===== src/rtl/fir_pkg.sv =====
// rtl/fir_pkg.sv - shared widths, frame limits and line-buffer FSM encoding
package fir_pkg;

    localparam int COL_W        = 11;
    localparam int ROW_W        = 10;
    localparam int DEF_MAX_COLS = 1600;
    localparam int DEF_MAX_ROWS = 900;

    typedef enum logic [1:0] {
        WAIT_VS = 2'd0,
        HBLANK  = 2'd1,
        LINE    = 2'd2
    } lb_state_t;

endpackage


===== src/rtl/sync_delay.sv =====
// rtl/sync_delay.sv - fixed-depth shift register that keeps sync/valid aligned with the filter pipeline
module sync_delay #(
    parameter int STAGES = 4,
    parameter int WIDTH  = 3
) (
    input  logic             clk,
    input  logic             rst,
    input  logic [WIDTH-1:0] d,
    output logic [WIDTH-1:0] q
);

    logic [WIDTH-1:0] pipe [STAGES];

    always_ff @(posedge clk) begin
        if (rst) begin
            for (int i = 0; i < STAGES; i++) begin
                pipe[i] <= '0;
            end
        end else begin
            pipe[0] <= d;
            for (int i = 1; i < STAGES; i++) begin
                pipe[i] <= pipe[i-1];
            end
        end
    end

    assign q = pipe[STAGES-1];

endmodule


===== src/rtl/line_buffer_ctrl.sv =====
// rtl/line_buffer_ctrl.sv - ping-pong line-buffer addressing, 3x3 window/border flags and sync delay
module line_buffer_ctrl
    import fir_pkg::*;
#(
    parameter int MAX_COLS = DEF_MAX_COLS,
    parameter int MAX_ROWS = DEF_MAX_ROWS,
    parameter int LAT      = 4
) (
    input  logic             clk,
    input  logic             rst,
    input  logic             dv_i,
    input  logic             hs_i,
    input  logic             vs_i,
    output logic [1:0]       wr_en_o,
    output logic [COL_W-1:0] wr_addr_o,
    output logic [COL_W-1:0] rd_addr_o,
    output logic             prev_sel_o,
    output logic [COL_W-1:0] col_o,
    output logic [ROW_W-1:0] row_o,
    output logic             win_valid_o,
    output logic             border_o,
    output logic             dv_o,
    output logic             hs_o,
    output logic             vs_o,
    output logic             ovf_o
);

    localparam logic [COL_W-1:0] COL_LAST = COL_W'(MAX_COLS - 1);
    localparam logic [ROW_W-1:0] ROW_LAST = ROW_W'(MAX_ROWS - 1);
    localparam logic [COL_W-1:0] COL_TWO  = COL_W'(2);
    localparam logic [ROW_W-1:0] ROW_TWO  = ROW_W'(2);

    lb_state_t        state_q, state_d;
    logic             vs_q;
    logic [COL_W-1:0] col_q, col_d, col_cur;
    logic [ROW_W-1:0] row_q, row_d, row_cur;
    logic             prev_sel_q, prev_sel_d, prev_sel_cur;
    logic             ovf_q, ovf_d, ovf_cur;
    logic             vs_rise, px, line_end;
    logic [2:0]       sync_q;

    assign vs_rise  = vs_i & ~vs_q;
    assign px       = dv_i & (vs_rise | (state_q != WAIT_VS));
    assign line_end = (state_q == LINE) & ~dv_i & ~vs_rise;

    // A frame start overrides stored position so a coincident pixel lands at (0,0)
    assign col_cur      = vs_rise ? '0 : col_q;
    assign row_cur      = vs_rise ? '0 : row_q;
    assign prev_sel_cur = vs_rise ? 1'b0 : prev_sel_q;
    assign ovf_cur      = vs_rise ? 1'b0 : ovf_q;

    always_ff @(posedge clk) begin
        if (rst) begin
            state_q <= WAIT_VS;
        end else begin
            state_q <= state_d;
        end
    end

    always_comb begin
        state_d = state_q;
        if (vs_rise) begin
            state_d = HBLANK;
        end else begin
            case (state_q)
                HBLANK:  if (dv_i)  state_d = LINE;
                LINE:    if (!dv_i) state_d = HBLANK;
                default: state_d = state_q;
            endcase
        end
    end

    always_comb begin
        col_d      = col_cur;
        row_d      = row_cur;
        prev_sel_d = prev_sel_cur;
        ovf_d      = ovf_cur;
        if (px) begin
            if (col_cur == COL_LAST) ovf_d = 1'b1;
            else                     col_d = col_cur + COL_W'(1);
        end
        if (line_end) begin
            col_d      = '0;
            prev_sel_d = ~prev_sel_cur;
            if (row_cur == ROW_LAST) ovf_d = 1'b1;
            else                     row_d = row_cur + ROW_W'(1);
        end
    end

    always_ff @(posedge clk) begin
        if (rst) begin
            vs_q        <= 1'b0;
            col_q       <= '0;
            row_q       <= '0;
            prev_sel_q  <= 1'b0;
            ovf_q       <= 1'b0;
            wr_en_o     <= 2'b00;
            wr_addr_o   <= '0;
            win_valid_o <= 1'b0;
            border_o    <= 1'b0;
        end else begin
            vs_q        <= vs_i;
            col_q       <= col_d;
            row_q       <= row_d;
            prev_sel_q  <= prev_sel_d;
            ovf_q       <= ovf_d;
            // Write lands one clock later, alongside BRAM read data for this column
            wr_en_o     <= px ? (prev_sel_cur ? 2'b01 : 2'b10) : 2'b00;
            if (px) wr_addr_o <= col_cur;
            win_valid_o <= px & (row_cur >= ROW_TWO) & (col_cur >= COL_TWO);
            border_o    <= px & ((row_cur < ROW_TWO) | (col_cur < COL_TWO));
        end
    end

    assign col_o      = col_cur;
    assign row_o      = row_cur;
    assign rd_addr_o  = col_cur;
    assign prev_sel_o = prev_sel_cur;
    assign ovf_o      = ovf_cur;

    sync_delay #(
        .STAGES (LAT),
        .WIDTH  (3)
    ) u_sync_delay (
        .clk (clk),
        .rst (rst),
        .d   ({vs_i, hs_i, dv_i}),
        .q   (sync_q)
    );

    assign {vs_o, hs_o, dv_o} = sync_q;

endmodule


===== config.mk =====
export PLATFORM = sky130hd
export DESIGN_NAME = line_buffer_ctrl
export DESIGN_NICKNAME = d
export VERILOG_FILES = /design/src/rtl/fir_pkg.sv /design/src/rtl/sync_delay.sv /design/src/rtl/line_buffer_ctrl.sv
export SDC_FILE = /design/constraint.sdc
export NUM_CORES = 1
export LEC_CHECK = 0
export ABC_CLOCK_PERIOD_IN_PS = 4150
export CELL_PAD_IN_SITES_DETAIL_PLACEMENT = 2
export CELL_PAD_IN_SITES_GLOBAL_PLACEMENT = 2
export CORE_UTILIZATION = 31
export CTS_CLUSTER_SIZE = 8
export DETAILED_ROUTE_END_ITERATION = 7
export PLACE_DENSITY = 0.93
export SYNTH_ARGS = -nofsm -noshare
export SYNTH_HDL_FRONTEND = slang
export SYNTH_SLANG_ARGS = --single-unit

===== constraint.sdc =====
create_clock -name clk -period 4.15 [get_ports clk]
set_clock_uncertainty 0.15 [all_clocks]
set_input_delay 0.415 -clock clk [delete_from_list [all_inputs] [get_ports clk]]
set_output_delay 0.415 -clock clk [all_outputs]
set_load 0.01 [all_outputs]

# Word level (Yosys, flattened, before mapping)

Memories as Yosys holds them, arrays and structs flattened.
Cells that the tools add are included.

Register bits after elaboration: 41
RAM bits: 12
Bits of input ports: 5
Logic and storage cells: 77
Memories kept: 1

Memory list:

| memory            | depth | width | read ports | clocked after Yosys merged registers in | write ports | RTL line         | RTL |
|---|---|---|---|---|---|---|---|
| u_sync_delay.pipe | 4     | 3     | 4          | 0                                       | 4           | sync_delay.sv:12 | `logic [WIDTH-1:0] pipe [STAGES];` |

$add $sub $neg: 2
Magnitude comparators: 4
Equal/unequal tests: 8
Muxes and demuxes: 25
Bitwise gates (word level): 18
Reductions and logical operators: 8

Operator list:

| operator                                             | count |
|---|---|
| 2-to-1 mux 11 bit                                    | 3 |
| 2-to-1 mux 10 bit                                    | 3 |
| 2-to-1 mux 3 bit                                     | 4 |
| adder 11 x 1 -> 11 bit, second input constant        | 1 |
| == test 11 bit, second input constant                | 1 |
| >= comparator 11 x 2 -> 1 bit, second input constant | 1 |
| < comparator 11 x 2 -> 1 bit, second input constant  | 1 |
| 2-to-1 mux 1 bit                                     | 11 |
| adder 10 x 1 -> 10 bit, second input constant        | 1 |
| == test 10 bit, second input constant                | 1 |
| >= comparator 10 x 2 -> 1 bit, second input constant | 1 |
| < comparator 10 x 2 -> 1 bit, second input constant  | 1 |
| AND 1 bit                                            | 7 |
| 2-to-1 mux 2 bit                                     | 3 |
| != test 3 bit, second input constant                 | 2 |
| OR 1 bit                                             | 6 |
| AND reduction 3 bit                                  | 2 |
| OR reduction 2 bit                                   | 3 |
| NOT 1 bit                                            | 5 |
| != test 2 bit, second input constant                 | 2 |
| one-hot mux 2 bit (2 select lines)                   | 1 |
| nonzero test 2 bit                                   | 2 |
| nonzero test 3 bit                                   | 1 |
| == test 2 x 1 -> 1 bit, second input constant        | 1 |
| == test 2 bit, second input constant                 | 1 |

# Longest topological paths before layout

Depth in word-level cells: 8
Mapped depth: 11
Depth with buffers taken out: 8

# By module

From an unflattened synthesis, not the netlist that was laid out.

Cell total of the unflattened synthesis: 269
Area, all modules: 2,396.0 sq um

By module, submodules not included:

| module           | times used | cells each | area each (sq um) | seq. area each (sq um) |
|---|---|---|---|---|
| line_buffer_ctrl | 1          | 244        | 2,029.4           | 820.8 |
| sync_delay       | 1          | 25         | 366.6             | 240.2 |

# Worst setup path after synthesis

No wires, ideal clock.

Path type: register to register
From: memory u_sync_delay.pipe[0][2]
To: register col_q[6]
Setup time: 70 ps
Arrival time: 2,464 ps
Data required time: 3,930 ps
Setup slack: 1,466 ps
Stages on the path, launching flop included: 11
Cell sequence: dfxtp_1 -> nand2b_1 -> buf_2 -> buf_2 -> clkbuf_1 -> and2_1 -> ha_1 -> and3_1 -> nand4_1 -> or4_1 -> a21oi_1

RTL lines:

| element              | RTL line                | RTL |
|---|---|---|
| from (decl)          | sync_delay.sv:12        |  |
| to (signal assigned) | line_buffer_ctrl.sv:103 | `col_q <= col_d;` |
| to (decl)            | line_buffer_ctrl.sv:35  | `logic [COL_W-1:0] col_q, col_d, col_cur;` |

# Worst setup path in the final report

From: input port vs_i
To: output port rd_addr_o[8]

Cells in the longest elaborated chain, start to end: 2

RTL lines:

| element           | RTL line               | RTL |
|---|---|---|
| from (decl)       | line_buffer_ctrl.sv:13 | `input logic vs_i,` |
| AND 1 bit         | line_buffer_ctrl.sv:42 | `assign vs_rise = vs_i & ~vs_q;` |
| 2-to-1 mux 11 bit | line_buffer_ctrl.sv:47 | `assign col_cur = vs_rise ? '0 : col_q;` |
| to (decl)         | line_buffer_ctrl.sv:16 | `output logic [COL_W-1:0] rd_addr_o,` |

Every way passes these cells.

==> metrics.log <==
[metrics] Sw Ratio: 0.237
[metrics] die footprint: ~8200 µm²
[metrics] worst r2r src: u_sync_delay.pipe[0][2]$_SDFF_PP0_
[metrics] Crit. End Element: output pin
[metrics] kind of path behind the tightest hold check: flip-flop to flip-flop
[metrics] fill cell count: 808
[metrics] antenna diode count: 0
[metrics] maximum number of pins on one net before global-route repair: 35
[metrics] Cells after Synth: roughly 280
[metrics] period utilisation layout: 0.674
[metrics] final antenna-violating net count: 0
[metrics] power after layout: around 930 µW
[metrics] unrepaired setup endpoints after global routing: false
[metrics] clock root cell: sky130_fd_sc_hd__clkbuf_8
[metrics] commonest cells after routing, fill and taps aside: sky130_fd_sc_hd__clkdlybuf4s50_1, sky130_fd_sc_hd__dfxtp_1, sky130_fd_sc_hd__nor2_1
[metrics] Port Buf Inserts: 56
[metrics] arrival time of data at the critical path endpoint: about 2.2 ns
[metrics] dominant cells by area after synthesis: sky130_fd_sc_hd__dfxtp_1, sky130_fd_sc_hd__mux2i_1, sky130_fd_sc_hd__and2_1
[metrics] CTS H-tree lvls: 2
[metrics] achievable clock frequency: 357 MHz
[metrics] synthesized area per cell: about 8.8 µm²
[metrics] Vert. Die Dim: between 90 and 100 µm
[metrics] max-slew headroom at the worst pin: 0.350
[metrics] cell-internal power: 709 µW
[metrics] vias in the first global route: approximately 2300
[metrics] global routing usage summed across all routing layers: 0.178
[metrics] width of the chip: between 90 and 100 µm
[metrics] number of distinct standard cells referenced by the synthesized netlist: between 40 and 50
[metrics] Max Fanout on Critical Path: 34
[metrics] power density cells: ~300 nW/µm²
[metrics] DRC viols: 0
[metrics] required time of the critical path: about 3.6 ns
[metrics] most common cell after layout, fill and taps aside: sky130_fd_sc_hd__clkdlybuf4s50_1
[metrics] Comb power frac: 0.069
[metrics] overall via count from detail_route: around 2200
[metrics] Mapped Area: 2420 µm²
[metrics] RePlAce Congestion: between 0.7 and 0.8
[metrics] critical path launch point type: input port
[metrics] clock power share: 0.381
[metrics] clock slew at reported path FFs: ~0.1 ns
[metrics] VDD IR max: approximately 0.00019 V
[metrics] number of pins exceeding their max-slew limit in the final report: 0
[metrics] residual overflow from global routing: 0
[metrics] library cell occupying the most area in the post-synthesis netlist: sky130_fd_sc_hd__dfxtp_1
[metrics] syn_nets: between 200 and 300
[metrics] sum of routed wire length over all layers: roughly 7.0 mm
[metrics] initial standard-cell utilization of the core: 0.327
[metrics] final worst path period need: around 2.8 ns
[metrics] wire length per cell: roughly 17 µm
[metrics] First-pass DRT Iterations: 4
[metrics] TritonCTS clock tree: done
[metrics] slowest stage cell on the critical path: sky130_fd_sc_hd__clkdlybuf4s50_1
[metrics] antenna violations before repair: 0
[metrics] transition at the pin with the smallest max-transition slack: 0.975 ns
[metrics] Post-synth EDFFs: 0
[metrics] most used flip-flop cell after synthesis: sky130_fd_sc_hd__dfxtp_1
[metrics] Leak: between 0.001 and 0.0015 µW
[metrics] Final TNS setup: 0 ns
[metrics] I/O pin cnt: between 50 and 60
[metrics] Post-layout nets: 325
[metrics] standard-cell rows: 31
[metrics] count of yosys warnings during synthesis: 0
[metrics] share of synthesized registers carrying an async set or reset: 0
[metrics] portion of the post-synthesis area used by sequential elements: 0.430
[metrics] clk buf depth: 2
[metrics] number of gates resized after CTS: 0
[metrics] part of the total power dissipated in sequential elements: 0.551
[metrics] area growth from synthesis to final layout: 27.4%
[metrics] outcome: finished, final reports clean
[metrics] clock buffer count from CTS: 5
[metrics] fraction of final layout cells sized beyond drive strength 1: 0.0599
[metrics] footprint of the multi-input gates: 1190 µm²
[metrics] first-pass GRT wire length: approximately 12 mm
[metrics] number of clock sinks: between 50 and 60
[metrics] Min-Delay Startpoint: u_sync_delay.pipe[2][1]$_SDFF_PP0_
[metrics] hold violation total from the final report: 0
[metrics] Crit. Startpoint: vs_i
[metrics] post-detailed-placement half-perimeter wirelength: roughly 4.9 mm
[metrics] count of endpoints failing setup in the final report: 0
[metrics] area of the core: roughly 7400 µm²
[metrics] Psw: around 220 µW
[metrics] start-to-end type of the worst setup path: input port to output pin
[metrics] total of flip-flops plus latches after synthesis: 52
[metrics] buffers inserted during post-CTS setup optimization: 0
[metrics] FF/Latch Area: about 1000 µm²
[metrics] clock network latency to the later pin of the worst-skew pair: just over 0.3 ns
[metrics] post-cts hold buffer count: 0
[metrics] post-DR vias/cell: 5.19
[metrics] area fraction of the dominant cell type after synthesis: 0.430
[metrics] CP most frequent cell: sky130_fd_sc_hd__clkdlybuf4s50_1
[metrics] detailed router's first-iteration violation count: 61
[metrics] max-capacitance violation count: 0
[metrics] cell-by-cell trace of the critical path: clkdlybuf4s50_1, nand2b_1, buf_4, and2_1, clkdlybuf4s50_1
[metrics] biggest cell delay along the critical path: 0.58 ns
## power groups by stage
stage	Combinational [µW]	Sequential, µW	Clock [µW]
3_5_place_dp	64.6	523	0
5_1_grt	70.2	513	382
4_1_cts	65.6	512	362
3_3_place_gp	61.3	522	0
2_1_floorplan	43.8	521	0
6_report	63.7	511	353
## cells by family after synthesis
kind of cell / share of synthesized area
AO/OA/AOI/OAI: 0.114
XOR/XNOR: 0.0181
adder cells (fa/ha/maj): 0.0248
buffers and inverters: 0.0806
flip-flops: 0.430
multiplexers: 0.0589
AND/OR/NAND/NOR: 0.274
## layer usage
metal | vias up | wire (µm) | track usage
met4 | 0 | 99 | 0.0605
li1 | 1020 | - | -
met5 | - | 0 | 0
met3 | 4 | 250 | 0.0370
met1 | 1086 | 3130 | 0.214
met2 | 48 | 3480 | 0.312
## worst paths after layout
path                                         to  cells past startpoint  slack, ns
max reg2reg                 row_q[1]$_SDFF_PP0_                      9       1.53
min reg2reg  u_sync_delay.pipe[3][1]$_SDFF_PP0_                      1       0.30
min          u_sync_delay.pipe[3][1]$_SDFF_PP0_                      1       0.30
max                                rd_addr_o[8]                      5       1.35
## synthesized netlist by cell type (all sizes together) (4+ instances only)
cell	instances
clkbuf	7
nand2	20
mux2i	12
or4	6
and3	5
nand3	5
a21oi	11
nor2	29
buf	19
o21ai	6
o31ai	5
nand4	8
nand2b	5
ha	4
nor2b	13
dfxtp	52
inv	11
and2	18
## layout make-up
| cell class | instances | share of cell area |
|---|---|---|
| clock buffer | 5 | 0.0223 |
| tap | 99 | 0.0401 |
| inverter | 11 | 0.0134 |
| timing repair buffer | 59 | 0.189 |
| sequential | 52 | 0.337 |
| multi-input combinational | 187 | 0.384 |
| clock inverter | 3 | 0.0138 |
## flip-flops by register name, indices dropped and copies added, names as in the netlist
| register | cells |
|---|---|
| ovf_q | 1 |
| wr_en_o | 2 |
| prev_sel_q | 1 |
| border_o | 1 |
| state_q | 2 |
| row_q | 10 |
| col_q | 11 |
| wr_addr_o | 11 |
| win_valid_o | 1 |
| u_sync_delay.pipe | 12 |
## critical path: cells and delay by family
kind	cells	cell delay, ns
buffers and inverters	3	1.37
AND/OR/NAND/NOR	2	0.45
## stage by stage
step	instance area (µm²)	setup WS (ns)	instances	hold WS, ns	util
after global placement	2980	1.28	408	0.269	0.402
after detailed placement	2980	1.12	408	0.278	0.402
after floorplan	2420	1.47	276	0.264	-
after CTS	3090	1.34	416	0.306	0.417
after global routing	3090	1.26	416	0.310	0.417
final	3090	1.35	416	0.299	0.417
Power figures use the tool's default switching activity.
==> RTL edit 1: new RTL, same flow settings <==
Encoding of `lb_state_t`: now one-hot (3 bits for 3 states).
--- a/src/rtl/fir_pkg.sv
+++ b/src/rtl/fir_pkg.sv
@@ -7,8 +7,8 @@
     localparam int DEF_MAX_ROWS = 900;
 
-    typedef enum logic [1:0] {
-        WAIT_VS = 2'd0,
-        HBLANK  = 2'd1,
-        LINE    = 2'd2
+    typedef enum logic [2:0] {
+        WAIT_VS = 3'b001,
+        HBLANK  = 3'b010,
+        LINE    = 3'b100
     } lb_state_t;
 
Behaviour: same outputs for any inputs over 10 cycles, from zero or initial values and one cycle with rst high; not proved beyond that.
==> RTL edit 1 against the unedited design <==
Sequential cell count increased by 1; global-route usage increased by 2.9 points; power increased by 4.6%; worst setup slack got worse by 0.29 ns; wire length increased by 16%; count of clock-buffer cells in the layout increased by 2; synthesized area increased by 0.21%; design area increased by 0.36%; worst hold slack got worse by 0.0031 ns; clock power increased by 7.1%; sequential power increased by 2%; synthesized cell count increased by 4.7%.
==> RTL edit 1: results (changes against the unedited design) <==
[run_status]
status=complete, no violations

[synth]
synthesis.nets=298  ; +4.6%
yosys-top-cells-count=dfxtp_1, nor2_1, nand2_1
seq_area_frac_synth=0.437  ; +0.00736
muxShareOfSynthArea=0.0196  ; -0.0393
synth_area_leaders=dfxtp_1, nor2_1, nand2_1, buf_4, a21oi_1
synth_fa_ha_area_frac=0.0206  ; -0.00417
synth_compound_area_frac=0.0943  ; -0.0193
yosysUniqueCellTypes=45  ; -6.3%
synthXorXnorAreaFrac=0.0397  ; +0.0216

[critical_path]
cp_max_fo=12  ; -65%
r2r_setup_slack_ns=1.21  ; -0.32 ns
crit_arrival_ns=3.15  ; +0.92 ns
r2r-end=col_q[9]

[grt]
grt_pass1_wl_mm=13.4  ; +15%
first_global_vias=2494  ; +9.5%
grt_start_max_net_pins=42  ; +20%

[cells_and_area]
layout-drive-gt1-share=0.0671  ; +0.00714
finalNetCount=336  ; +3.4%

[power_and_ir_drop]
leakagePower_nw=1.14  ; -2.9%
vdd_drop_max_mv=0.152  ; -18%

[placement]
routabilityCongestion=0.834  ; +4.8%
placed_cell_area_sq_mm=0.00298  ; +0.21%

[detailed_routing]
drt-vias-per-instance=5.18  ; about the same
routed_wl_mm=8.10  ; +16%

[clock_network]
cts_setup_buffers=0  ; unchanged

[timing]
worst_slew_pin_slew_ns=0.783  ; -0.193 ns

[min_path]
hold_end=u_sync_delay.pipe[1][0]

==> RTL edit 1: changes by cell type in the layout (fill, tap and decap cells not counted), moves of 3 or more <==
cell      change
mux2i_1      -11
o31ai_1       -4
nand2_1       +9
and2_1        -5
and3_1        -3
xor2_1        +3
xnor2_1       +3
a21oi_1       +6
nor2_1        +3
nand2b_1      -3
nor3_1       +10
a22oi_1       -3
==> RTL edit 1: layout make-up <==
cell class | instances | area [sq um]
Timing Repair Buffer | 59 | 583
Fill cell | 845 | 4310
Inverter | 12 | 45.0
Clock inverter | 1 | 30.0
Sequential cell | 53 | 1060
Clock buffer | 7 | 86.3
Multi-Input combinational cell | 196 | 1170
Tap cell | 99 | 124
==> RTL edit 1: cells by family after synthesis <==
| group | after synthesis |
|---|---|
| buffers and inverters | 40 |
| adder cells (fa/ha/maj) | 4 |
| AO/OA/AOI/OAI | 38 |
| XOR/XNOR | 11 |
| AND/OR/NAND/NOR | 139 |
| multiplexers | 4 |
| flip-flops | 53 |
==> RTL edit 1: layer usage <==
| layer | vias to the layer above | track usage | wire (um) |
|---|---|---|---|
| met3 | 12 | 0.0480 | 372 |
| met4 | 0 | 0.0565 | 130 |
| met1 | 1110 | 0.244 | 3470 |
| met5 | - | 0 | 0 |
| li1 | 1033 | - | - |
| met2 | 58 | 0.370 | 4130 |
==> RTL edit 1: through the flow <==
step | hold WS (ns) | worst slack, ns | utilization | std cells | power [W]
2_1_floorplan | 0.264 | 1.28 | - | 289 | 0.000575
3_3_place_gp | 0.268 | 1.01 | 0.402 | 419 | 0.000599
3_5_place_dp | 0.277 | 0.827 | 0.402 | 419 | 0.000603
4_1_cts | 0.300 | 1.09 | 0.418 | 427 | 0.000976
5_1_grt | 0.316 | 0.925 | 0.418 | 427 | 0.000997
6_report | 0.296 | 1.06 | 0.418 | 427 | 0.000972
==> RTL edit 1: how the worst max path moves through the flow <==
stage          start        to  slack, ns
5_1_grt         vs_i  col_q[9]       0.92
6_report        vs_i  col_q[9]       1.06
4_1_cts         vs_i  col_q[9]       1.09
3_3_place_gp    vs_i  col_q[9]       1.01
2_1_floorplan   vs_i  col_q[9]       1.28
3_5_place_dp    vs_i  col_q[9]       0.83
==> RTL edit 1: power breakdown <==
group | switching [W] | internal, W
registers | 0.00000471 | 0.000517
logic | 0.0000490 | 0.0000232
clock network | 0.000181 | 0.000197
total | 0.000235 | 0.000737
==> RTL edit 1: worst max-delay path, cell delays in order <==
cell and delay, ns:
clkdlybuf4s50_1 0.46, nand2b_1 0.17, nand2_1 0.11, inv_1 0.20
ha_1 0.26, nand4_1 0.14, or3b_4 0.44, o21ai_2 0.48
nor3_1 0.15, mux2_4 0.32
==> RTL edit 2: new RTL, config.mk and constraints unchanged <==
Without the edit above. `COL_W`: 11 -> 9.
--- a/src/rtl/fir_pkg.sv
+++ b/src/rtl/fir_pkg.sv
@@ -2,5 +2,5 @@
 package fir_pkg;
 
-    localparam int COL_W        = 11;
+    localparam int COL_W        = 9;
     localparam int ROW_W        = 10;
     localparam int DEF_MAX_COLS = 1600;
Ports: changed (resized col_o, rd_addr_o and wr_addr_o); port bits go from 57 to 51. No check against the original RTL was run, so the function may have changed too.
==> RTL edit 2 against the unedited design <==
Sequential cell count down 4; cell count down 8.9%; sequential power down 7.2%; design area down 7.6%; critical path depth up 4; global-route usage up 0.55 points; worst hold slack better by 0.0014 ns; sequential share of layout area about the same; synthesized area down 8.6%; power down 5.0%; wire length down 4.7%; worst setup slack worse by 0.15 ns; fmax down 5.2%.
==> RTL edit 2: results (changes against the unedited design) <==
[critical_path]
crit_slowest_cell=or4_1
crit_family=simple AND/OR/NAND/NOR gates
crit_arrival_ns=3.03  ; +0.80 ns
r2r-end=col_q[8]
r2r_cells=8  ; -1
r2r_setup_slack_ns=1.38  ; -0.15 ns
max_stage_delay_ns=0.53  ; -0.05 ns
cp_max_fo=17  ; -50%
rr_startpoint=u_sync_delay.pipe[0][2]

[power_and_ir_drop]
leakagePower_nw=1.08  ; -8.0%
p_sw_w=0.000210  ; -4.5%
seqPwrFrac=0.537  ; -0.014
swShare=0.238  ; +0.00126
power_frac_comb=0.073  ; +0.004
vdd_drop_max_mv=0.121  ; -35%

[clock_network]
cts_resized=0  ; unchanged
cts_setup_buffers=0  ; unchanged
cts_buffers=5  ; unchanged
cts_htree_levels=2  ; unchanged
root_buffer=clkbuf_8

[cells_and_area]
finalNetCount=291  ; -10%
reg_top3=u_sync_delay.pipe x12, row_q x10
layout-drive-gt1-share=0.0707  ; +0.0107
n_fill_cell=764  ; -5.4%
finalNonFillerCells=379  ; -8.9%
diodes=0  ; unchanged

[grt]
grt_pass1_wl_mm=10.6  ; -8.8%
grt_start_max_net_pins=37  ; +5.7%
first_global_vias=2048  ; -10%
track_usage=0.183  ; +0.00552

[synth]
synth_area_leaders=dfxtp_1, mux2i_1, nor2_1, and2_1, nor2b_1
yosys-top-cells-count=dfxtp_1, nor2_1, nand2_1
seq_area_frac_synth=0.434  ; +0.00415
yosysUniqueCellTypes=50  ; +4.2%
synthesis.nets=252  ; -12%
yosys_warnings=0  ; unchanged
synthArstFlopShare=0  ; unchanged
synthCells=243  ; -12%

[run_status]
status=complete, no violations

[min_path]
hold_end=u_sync_delay.pipe[1][1]
worstHoldStart=u_sync_delay.pipe[0][1]
whs_path_depth=1  ; unchanged
min_path_type=flip-flop to flip-flop

[placement]
place_hpwl_mm=4.51  ; -8.8%
routabilityCongestion=0.746  ; -6.3%
pre_cts_slack_ns=1.01  ; -0.110 ns
io_buffers=50  ; -11%
numPlacedInstances=371  ; -9.1%
placed_cell_area_sq_mm=0.00275  ; -7.7%

[detailed_routing]
first_pass_iters=4  ; unchanged
vias=1911  ; -11%
route.detailed.wl_per_inst_um=17.5  ; +4.6%
first_iter_violations=61  ; unchanged

[timing]
hold_ws_ns=0.301  ; +0.00142 ns
relSlewSlack=0.192  ; -0.158

==> RTL edit 2: how the worst max path moves through the flow <==
stage	depth (start not counted)	startpoint	to	slack, ns
2_1_floorplan	8	vs_i	col_q[8]	1.72
3_3_place_gp	8	vs_i	col_q[6]	1.14
3_5_place_dp	9	vs_i	col_q[8]	1.01
4_1_cts	9	vs_i	col_q[8]	1.24
5_1_grt	9	vs_i	col_q[8]	1.08
6_report	9	vs_i	col_q[8]	1.20
==> RTL edit 2: logic make-up (layout without fill, tap and decap cells) <==
| kind of cell | Yosys count | after routing | synth area share |
|---|---|---|---|
| and+or+nand+nor | 109 | 109 | 0.278 |
| DFF | 48 | 48 | 0.434 |
| AOI/OAI and AO/OA | 32 | 32 | 0.107 |
| buffers and inverters | 30 | 70 | 0.0701 |
| muxes | 14 | 14 | 0.0638 |
| adders and majority gates | 5 | 5 | 0.0271 |
| xor gates and xnor gates | 5 | 5 | 0.0198 |
==> RTL edit 2: metal layers <==
| metal | track usage | vias up | wire length (um) |
|---|---|---|---|
| li1 | - | 908 | - |
| met1 | 0.226 | 949 | 3000 |
| met2 | 0.322 | 44 | 3330 |
| met3 | 0.0257 | 10 | 203 |
| met4 | 0.0727 | 0 | 103 |
| met5 | 0 | - | 0 |
==> RTL edit 2: area by class of cell <==
cell class                 count  area [sq um]  share of cell area
clock buffer                   6          72.6              0.0254
clock inverter                 2          35.0              0.0123
inverter                       9          33.8              0.0118
multi-input combinational    165          1110               0.388
sequential                    48           961               0.337
tap                           96           120              0.0421
timing repair buffer          53           523               0.183
